[src/rtl/overlay_text_sequencer_if.sv]
// Host register-write port of the overlay text sequencer.
// One register per accepted beat (wr_valid & wr_ready on a clk edge).
interface overlay_text_sequencer_if;
    logic        wr_valid;
    logic        wr_ready;
    logic [3:0]  wr_sel;
    logic [11:0] wr_data;

    modport master (output wr_valid, output wr_sel, output wr_data, input wr_ready);
    modport slave  (input wr_valid, input wr_sel, input wr_data, output wr_ready);
endinterface

[src/rtl/overlay_text_sequencer.sv]
// Sequences font-ROM addresses so a string of up to MAX_CHARS glyphs lands at a programmable position.
// Latency: address 1 cycle after the pixel; sideband (syncs, DE, overlay_enable) 1+ROM_LAT cycles.
// Backpressure: wr_ready drops only for the single commit cycle at the vs_in falling edge.
module overlay_text_sequencer #(
    parameter int MAX_CHARS = 8,
    parameter int ROM_LAT   = 1
) (
    input  logic                           clk,
    input  logic                           reset_n,
    input  logic                           hdmi_hs_in,
    input  logic                           hdmi_vs_in,
    input  logic                           hdmi_de_in,
    overlay_text_sequencer_if.slave        wr,
    output logic [12:0]                    rom_address,
    input  logic                           rom_q,
    output logic                           overlay_enable,
    output logic                           hdmi_hs_out,
    output logic                           hdmi_vs_out,
    output logic                           hdmi_de_out,
    output logic                           commit_pulse
);
    localparam int IDXW = $clog2(MAX_CHARS);

    typedef enum logic {RUN, COMMIT} state_e;

    typedef struct packed {
        logic [11:0]               x_pos;
        logic [11:0]               y_pos;
        logic [4:0]                len;
        logic [MAX_CHARS-1:0][3:0] chars;
    } regs_t;

    typedef struct packed {
        logic hit;
        logic hs;
        logic vs;
        logic de;
    } side_t;

    localparam regs_t REGS_RST = '{x_pos: 12'd300, y_pos: 12'd500, len: 5'd0, chars: '0};
    localparam side_t SIDE_RST = '{hit: 1'b0, hs: 1'b1, vs: 1'b1, de: 1'b0};

    state_e              state_q, state_d;
    regs_t               shadow_q, shadow_d;
    regs_t               active_q, active_d;
    logic [11:0]         x_cnt_q, x_cnt_d;
    logic [11:0]         y_cnt_q, y_cnt_d;
    logic                y_vld_q, y_vld_d;
    logic                de_q, vs_q;
    logic [12:0]         rom_addr_q, rom_addr_d;
    side_t [ROM_LAT:0]   side_q;
    side_t               side_d;

    logic                vs_fall, de_fall, wr_fire, hit;
    logic [12:0]         dx, dy, box_w;
    logic [IDXW-1:0]     idx;
    logic [3:0]          code;
    logic                unused_rom_q;

    // rom_q goes straight to the bit combiner; only its timing matters here
    assign unused_rom_q = rom_q;

    assign vs_fall = vs_q & ~hdmi_vs_in;
    assign de_fall = de_q & ~hdmi_de_in;
    assign wr.wr_ready = (state_q == RUN);
    assign wr_fire = wr.wr_valid & wr.wr_ready;

    always_comb begin
        state_d = state_q;
        case (state_q)
            RUN:     if (vs_fall) state_d = COMMIT;
            COMMIT:  state_d = RUN;
            default: state_d = RUN;
        endcase
    end

    always_comb begin
        shadow_d = shadow_q;
        if (wr_fire) begin
            case (wr.wr_sel)
                4'd12: shadow_d.x_pos = wr.wr_data;
                4'd13: shadow_d.y_pos = wr.wr_data;
                4'd14: shadow_d.len = (wr.wr_data[4:0] > 5'(MAX_CHARS)) ? 5'(MAX_CHARS)
                                                                        : wr.wr_data[4:0];
                default: begin
                    if ({28'd0, wr.wr_sel} < 32'(MAX_CHARS))
                        shadow_d.chars[wr.wr_sel[IDXW-1:0]] = wr.wr_data[3:0];
                end
            endcase
        end
        active_d = (state_q == COMMIT) ? shadow_q : active_q;
    end

    always_comb begin
        x_cnt_d = hdmi_de_in ? x_cnt_q + 12'd1 : 12'd0;
        y_cnt_d = y_cnt_q;
        if (!hdmi_vs_in)
            y_cnt_d = 12'd0;
        else if (de_fall)
            y_cnt_d = y_cnt_q + 12'd1;
        // y_cnt is meaningless until the first vertical sync after reset
        y_vld_d = y_vld_q | ~hdmi_vs_in;
    end

    // Negative offsets set bit 12 and therefore also fail the unsigned box compares
    always_comb begin
        dx    = {1'b0, x_cnt_q} - {1'b0, active_q.x_pos};
        dy    = {1'b0, y_cnt_q} - {1'b0, active_q.y_pos};
        box_w = {4'd0, active_q.len, 4'd0};
        hit   = hdmi_de_in & y_vld_q & (active_q.len != 5'd0) & ~dx[12] & ~dy[12]
              & (dx < box_w) & (dy < 13'd32);
        idx   = dx[IDXW+3:4];
        code  = active_q.chars[idx];
        rom_addr_d = hit ? {code, dy[4:0], dx[3:0]} : rom_addr_q;
        side_d = '{hit: hit, hs: hdmi_hs_in, vs: hdmi_vs_in, de: hdmi_de_in};
    end

    always_ff @(posedge clk or negedge reset_n) begin
        if (!reset_n) begin
            state_q    <= RUN;
            shadow_q   <= REGS_RST;
            active_q   <= REGS_RST;
            x_cnt_q    <= 12'd0;
            y_cnt_q    <= 12'd0;
            y_vld_q    <= 1'b0;
            de_q       <= 1'b0;
            vs_q       <= 1'b1;
            rom_addr_q <= 13'd0;
            side_q     <= {(ROM_LAT+1){SIDE_RST}};
        end else begin
            state_q    <= state_d;
            shadow_q   <= shadow_d;
            active_q   <= active_d;
            x_cnt_q    <= x_cnt_d;
            y_cnt_q    <= y_cnt_d;
            y_vld_q    <= y_vld_d;
            de_q       <= hdmi_de_in;
            vs_q       <= hdmi_vs_in;
            rom_addr_q <= rom_addr_d;
            side_q     <= {side_q[ROM_LAT-1:0], side_d};
        end
    end

    assign rom_address    = rom_addr_q;
    assign overlay_enable = side_q[ROM_LAT].hit;
    assign hdmi_hs_out    = side_q[ROM_LAT].hs;
    assign hdmi_vs_out    = side_q[ROM_LAT].vs;
    assign hdmi_de_out    = side_q[ROM_LAT].de;
    assign commit_pulse   = (state_q == COMMIT);
endmodule

[src/flat_wrapper.sv]
// flat-port wrapper written by rule: the top's interface ports become plain ports
module overlay_text_sequencer_flat 
#(
    parameter int MAX_CHARS = 8,
    parameter int ROM_LAT   = 1
)
  (clk, reset_n, hdmi_hs_in, hdmi_vs_in, hdmi_de_in, rom_address, rom_q, overlay_enable, hdmi_hs_out, hdmi_vs_out, hdmi_de_out, commit_pulse, wr_wr_valid, wr_wr_sel, wr_wr_data, wr_wr_ready);
  overlay_text_sequencer_if wr_i ();
  input  logic clk;
  input  logic reset_n;
  input  logic hdmi_hs_in;
  input  logic hdmi_vs_in;
  input  logic hdmi_de_in;
  output logic [12:0] rom_address;
  input  logic rom_q;
  output logic overlay_enable;
  output logic hdmi_hs_out;
  output logic hdmi_vs_out;
  output logic hdmi_de_out;
  output logic commit_pulse;
  input wire logic [$bits(wr_i.wr_valid)-1:0] wr_wr_valid;
  input wire logic [$bits(wr_i.wr_sel)-1:0] wr_wr_sel;
  input wire logic [$bits(wr_i.wr_data)-1:0] wr_wr_data;
  output wire logic [$bits(wr_i.wr_ready)-1:0] wr_wr_ready;
  assign wr_i.wr_valid = wr_wr_valid;
  assign wr_i.wr_sel = wr_wr_sel;
  assign wr_i.wr_data = wr_wr_data;
  assign wr_wr_ready = wr_i.wr_ready;
  overlay_text_sequencer #(.MAX_CHARS(MAX_CHARS), .ROM_LAT(ROM_LAT)) u_core (.clk(clk), .reset_n(reset_n), .hdmi_hs_in(hdmi_hs_in), .hdmi_vs_in(hdmi_vs_in), .hdmi_de_in(hdmi_de_in), .wr(wr_i), .rom_address(rom_address), .rom_q(rom_q), .overlay_enable(overlay_enable), .hdmi_hs_out(hdmi_hs_out), .hdmi_vs_out(hdmi_vs_out), .hdmi_de_out(hdmi_de_out), .commit_pulse(commit_pulse));
endmodule
[config.mk]
export PLATFORM = sky130hd
export DESIGN_NAME = overlay_text_sequencer_flat
export DESIGN_NICKNAME = d
export VERILOG_FILES = /design/src/rtl/overlay_text_sequencer_if.sv /design/src/rtl/overlay_text_sequencer.sv /design/src/flat_wrapper.sv
export SDC_FILE = /design/constraint.sdc
export NUM_CORES = 1
export LEC_CHECK = 0
export BUFFER_PORTS_ARGS = -buffer_cell sky130_fd_sc_hd__buf_2
export CAP_MARGIN = 0
export CORE_ASPECT_RATIO = 1.5
export CORE_MARGIN = 5
export CORE_UTILIZATION = 30
export CTS_BUF_LIST = sky130_fd_sc_hd__clkbuf_4
export CTS_CLUSTER_DIAMETER = 120
export DETAILED_ROUTE_END_ITERATION = 10
export GPL_TIMING_DRIVEN = 0
export PLACE_DENSITY = 0.46
export SLEW_MARGIN = 20
export SYNTH_ARGS = -nofsm -noshare
export SYNTH_HDL_FRONTEND = slang
export SYNTH_SLANG_ARGS = --single-unit
export TNS_END_PERCENT = 30
[constraint.sdc]
create_clock -name clk -period 4.95 [get_ports clk]
set_clock_uncertainty 0.15 [all_clocks]
set_input_delay 0.7425 -clock clk [delete_from_list [all_inputs] [get_ports clk]]
set_output_delay 0.7425 -clock clk [all_outputs]
set_load 0.02 [all_outputs]
==> out/summary.txt <==
Post-Synthesis Cells: 691
Crit path from: u_core.x_cnt_q[0]$_DFF_PN0_
Worst Hold Class: input port to register
Synth top area share: 44.6%
# Max-Cap Violations: 0
Fin area: 0.00924 sq mm
Final setup margin: 249 ps
Post-route insts no fill: 1119
Synth top area cells: dfrtp_1, mux2_2, dfstp_2, ha_1, mux2i_1
Crit path buffers/inverters: 4
Crit-path max cell delay: 420 ps
CTS sink cnt: 169
Sequential area share after synthesis: 52.3%
Final Power: 0.00380 W
Final Hold Fails: 0
Commonest non-fill, non-tap cell in the layout: dfrtp_1
Family with the most delay on the worst path: simple AND/OR/NAND/NOR gates
Critical Path RT: 5330 ps
Worst-Margin Slew: 889 ps
Final Critical Period: 4700 ps
Critical Path, Cell by Cell: inv_1, ha_1, fa_2, nor2b_2, o31a_1, o21ai_0, nand2b_1, xnor2_4, inv_1, ha_1, a21o_1, a21o_1, a2111oi_2, nand4_1, nor4b_4, o211ai_2, nor4_4, buf_6, buf_4, mux2_2
Final Wtd Congestion: 0.796
Worst-Skew Late Latency: 620 ps
Final antenna-violating net count: 0
Critical Path Start Type: register
Post-place instance area: 0.00881 sq mm
Status: finished clean
Die ar.: 0.0306 sq mm
Largest net degree at the start of global routing: 90
#FFs+latches synth: 169
Ys async rst share: 100%
GR Overflow Total: 0
First DRT Iteration DRCs: 170
CTS tree: done
Final net count: 817
Pleak: 4.12 nW
Total CTS buffers: 17
Synth Cell Area: 0.00814 sq mm
Bufs on Longest Clock Path: 2
Worst hold start: hdmi_vs_in
Vias in the first global route: 5665
Total track usage: 13.9%
Syn_nets: 746
FF-to-FF Start: u_core.x_cnt_q[0]$_DFF_PN0_
Final period util: 95.0%
I/O Pins: 42
WP data arrival: 5080 ps
Via count: 5265
Drt wl/cell: 17.9 microns
Slew HR: 40.6%
Area leader, netlist: dfrtp_1
Worst vdd ir: 0.184 mV
Htree depth: 4
Critical Path End Type: register
CORE AREA: 0.0270 sq mm
Fmax: 213 MHz
Clock root cell: clkbuf_4
I/O Buffers: 40
Critical Path Slowest Stage Cell: dfrtp_1
Cells after DPL: 1074
Power per cell area: 412 mW/mm^2
Detailed Routing Iterations Pass 1: 4
Total negative setup slack: 0 ps
DRC: 0
Fraction of layout cells with a size suffix above 1: 28.5%
DIE HEIGHT: 212 microns
Initial Util: 30.1%
Top_reg_cell synth: dfrtp_1
Worst-path clk slew: 150 ps
Vias/cell: 4.71
Area delta synth->final: 13.5%
Final setup violating endpoints: 0
Commonest non-fill, non-tap cells in the layout: dfrtp_1, mux2_2, nand2_1
Post-synthesis area per instance: 11.8 sq um
First-pass GRT wire length: 31800 microns
Fin. max-slew vios: 0
Cell Rows: 74
WS Path Type: register to register
Post-synth cell types: 60
Crit Path Max Fanout: 4
Synth warnings: 0
Post-DP HPWL: 14200 microns
WL final: 20100 microns
Chip Width: 145 microns
Number of flops mapped to enable cells by yosys: 0
DP Worst Slack: -840 ps
Initial antenna violation count: 1
[cell families after synthesis]
group	synth area share (%)
multiplexers	17.4
adder cells (fa/ha/maj)	5.10
flip-flops	52.3
XOR/XNOR	3.33
AND/OR/NAND/NOR	11.1
buffers and inverters	3.55
AO/OA/AOI/OAI	7.16
[synth_stat cells (all sizes together) (3+ instances only)]
cell    instances
mux4            4
clkbuf         19
nand2          53
mux2i          25
nor2b          11
a21oi          14
o211ai          4
and2           20
mux2           95
ha             30
nand3          15
a21boi          4
a21o            5
xnor2          27
nor4            4
nor4b           3
nor3            6
o31a            3
nand2b          8
nand4           5
nor3b           3
inv            51
xor2            4
dfrtp         145
o21a            4
nor2           23
o21ai          41
buf             4
dfstp          24
and3           10
[metrics by stage]
| stage | util, % | hold slack [ps] |
|---|---|---|
| CTS | 33.8 | 63.3 |
| floorplan | - | 181 |
| detailed placement | 32.6 | 192 |
| global placement | 32.4 | 187 |
| global route | 34.2 | 78.7 |
| finish | 34.2 | 128 |
[sequential cells by signal (all words and copies together) (netlist names)]
name and flops:
u_core.commit_pulse 1, u_core.y_cnt_q 12, u_core.active_q 61, u_core.hdmi_de_out 1, u_core.hdmi_vs_out 1, u_core.rom_address 13, u_core.vs_q 1, u_core.hdmi_hs_out 1
u_core.x_cnt_q 12, u_core.side_q 2, u_core.de_q 1, u_core.shadow_q 61, u_core.y_vld_q 1, u_core.overlay_enable 1
[layer usage]
metal	routed length, microns	up-vias	GRT usage (%)
met2	11000	59	25.4
li1	-	2535	-
met5	0	-	0
met3	329	18	2.37
met4	371	0	4.83
met1	8370	2653	16.1
[layout make-up]
type / instances / area (sq um)
fill: 2782 / 17800
antenna: 2 / 5.00
tap: 342 / 428
timing repair buffer: 52 / 347
multi-input combinational: 448 / 3650
inverter: 51 / 191
clock buffer: 17 / 128
clock inverter: 15 / 125
sequential: 169 / 4260
buffer: 23 / 106
[worst paths after layout]
| check | end | slack (ps) | depth (start not counted) |
|---|---|---|---|
| min in group asynchronous | u_core.rom_address[12]$_DFFE_PN0P_ | 550 | 2 |
| worst min-delay path | u_core.vs_q$_DFF_PN1_ | 130 | 1 |
| max in group asynchronous | u_core.hdmi_hs_out$_DFF_PN1_ | 3210 | 3 |
| worst min register to register | u_core.overlay_enable$_DFF_PN0_ | 210 | 0 |
| worst max register to register | u_core.rom_address[6]$_DFFE_PN0P_ | 250 | 20 |
| worst max-delay path | u_core.rom_address[6]$_DFFE_PN0P_ | 250 | 20 |
[report_power, final]
| group | switching (W) | internal, W |
|---|---|---|
| Clock | 0.000537 | 0.000249 |
| Combinational | 0.000607 | 0.000571 |
| Sequential | 0.000140 | 0.00170 |
[what timing repair did]
action                                  4_1_cts  5_1_grt
hold endpoints to repair                     70        0
buffers inserted                              4        4
gates cloned                                  0        1
endpoints found under the setup margin       14       14
resized for setup                             4        7
pin swaps                                     2        5
hold buffers                                  2        0
(Power assumes the default switching activity.)
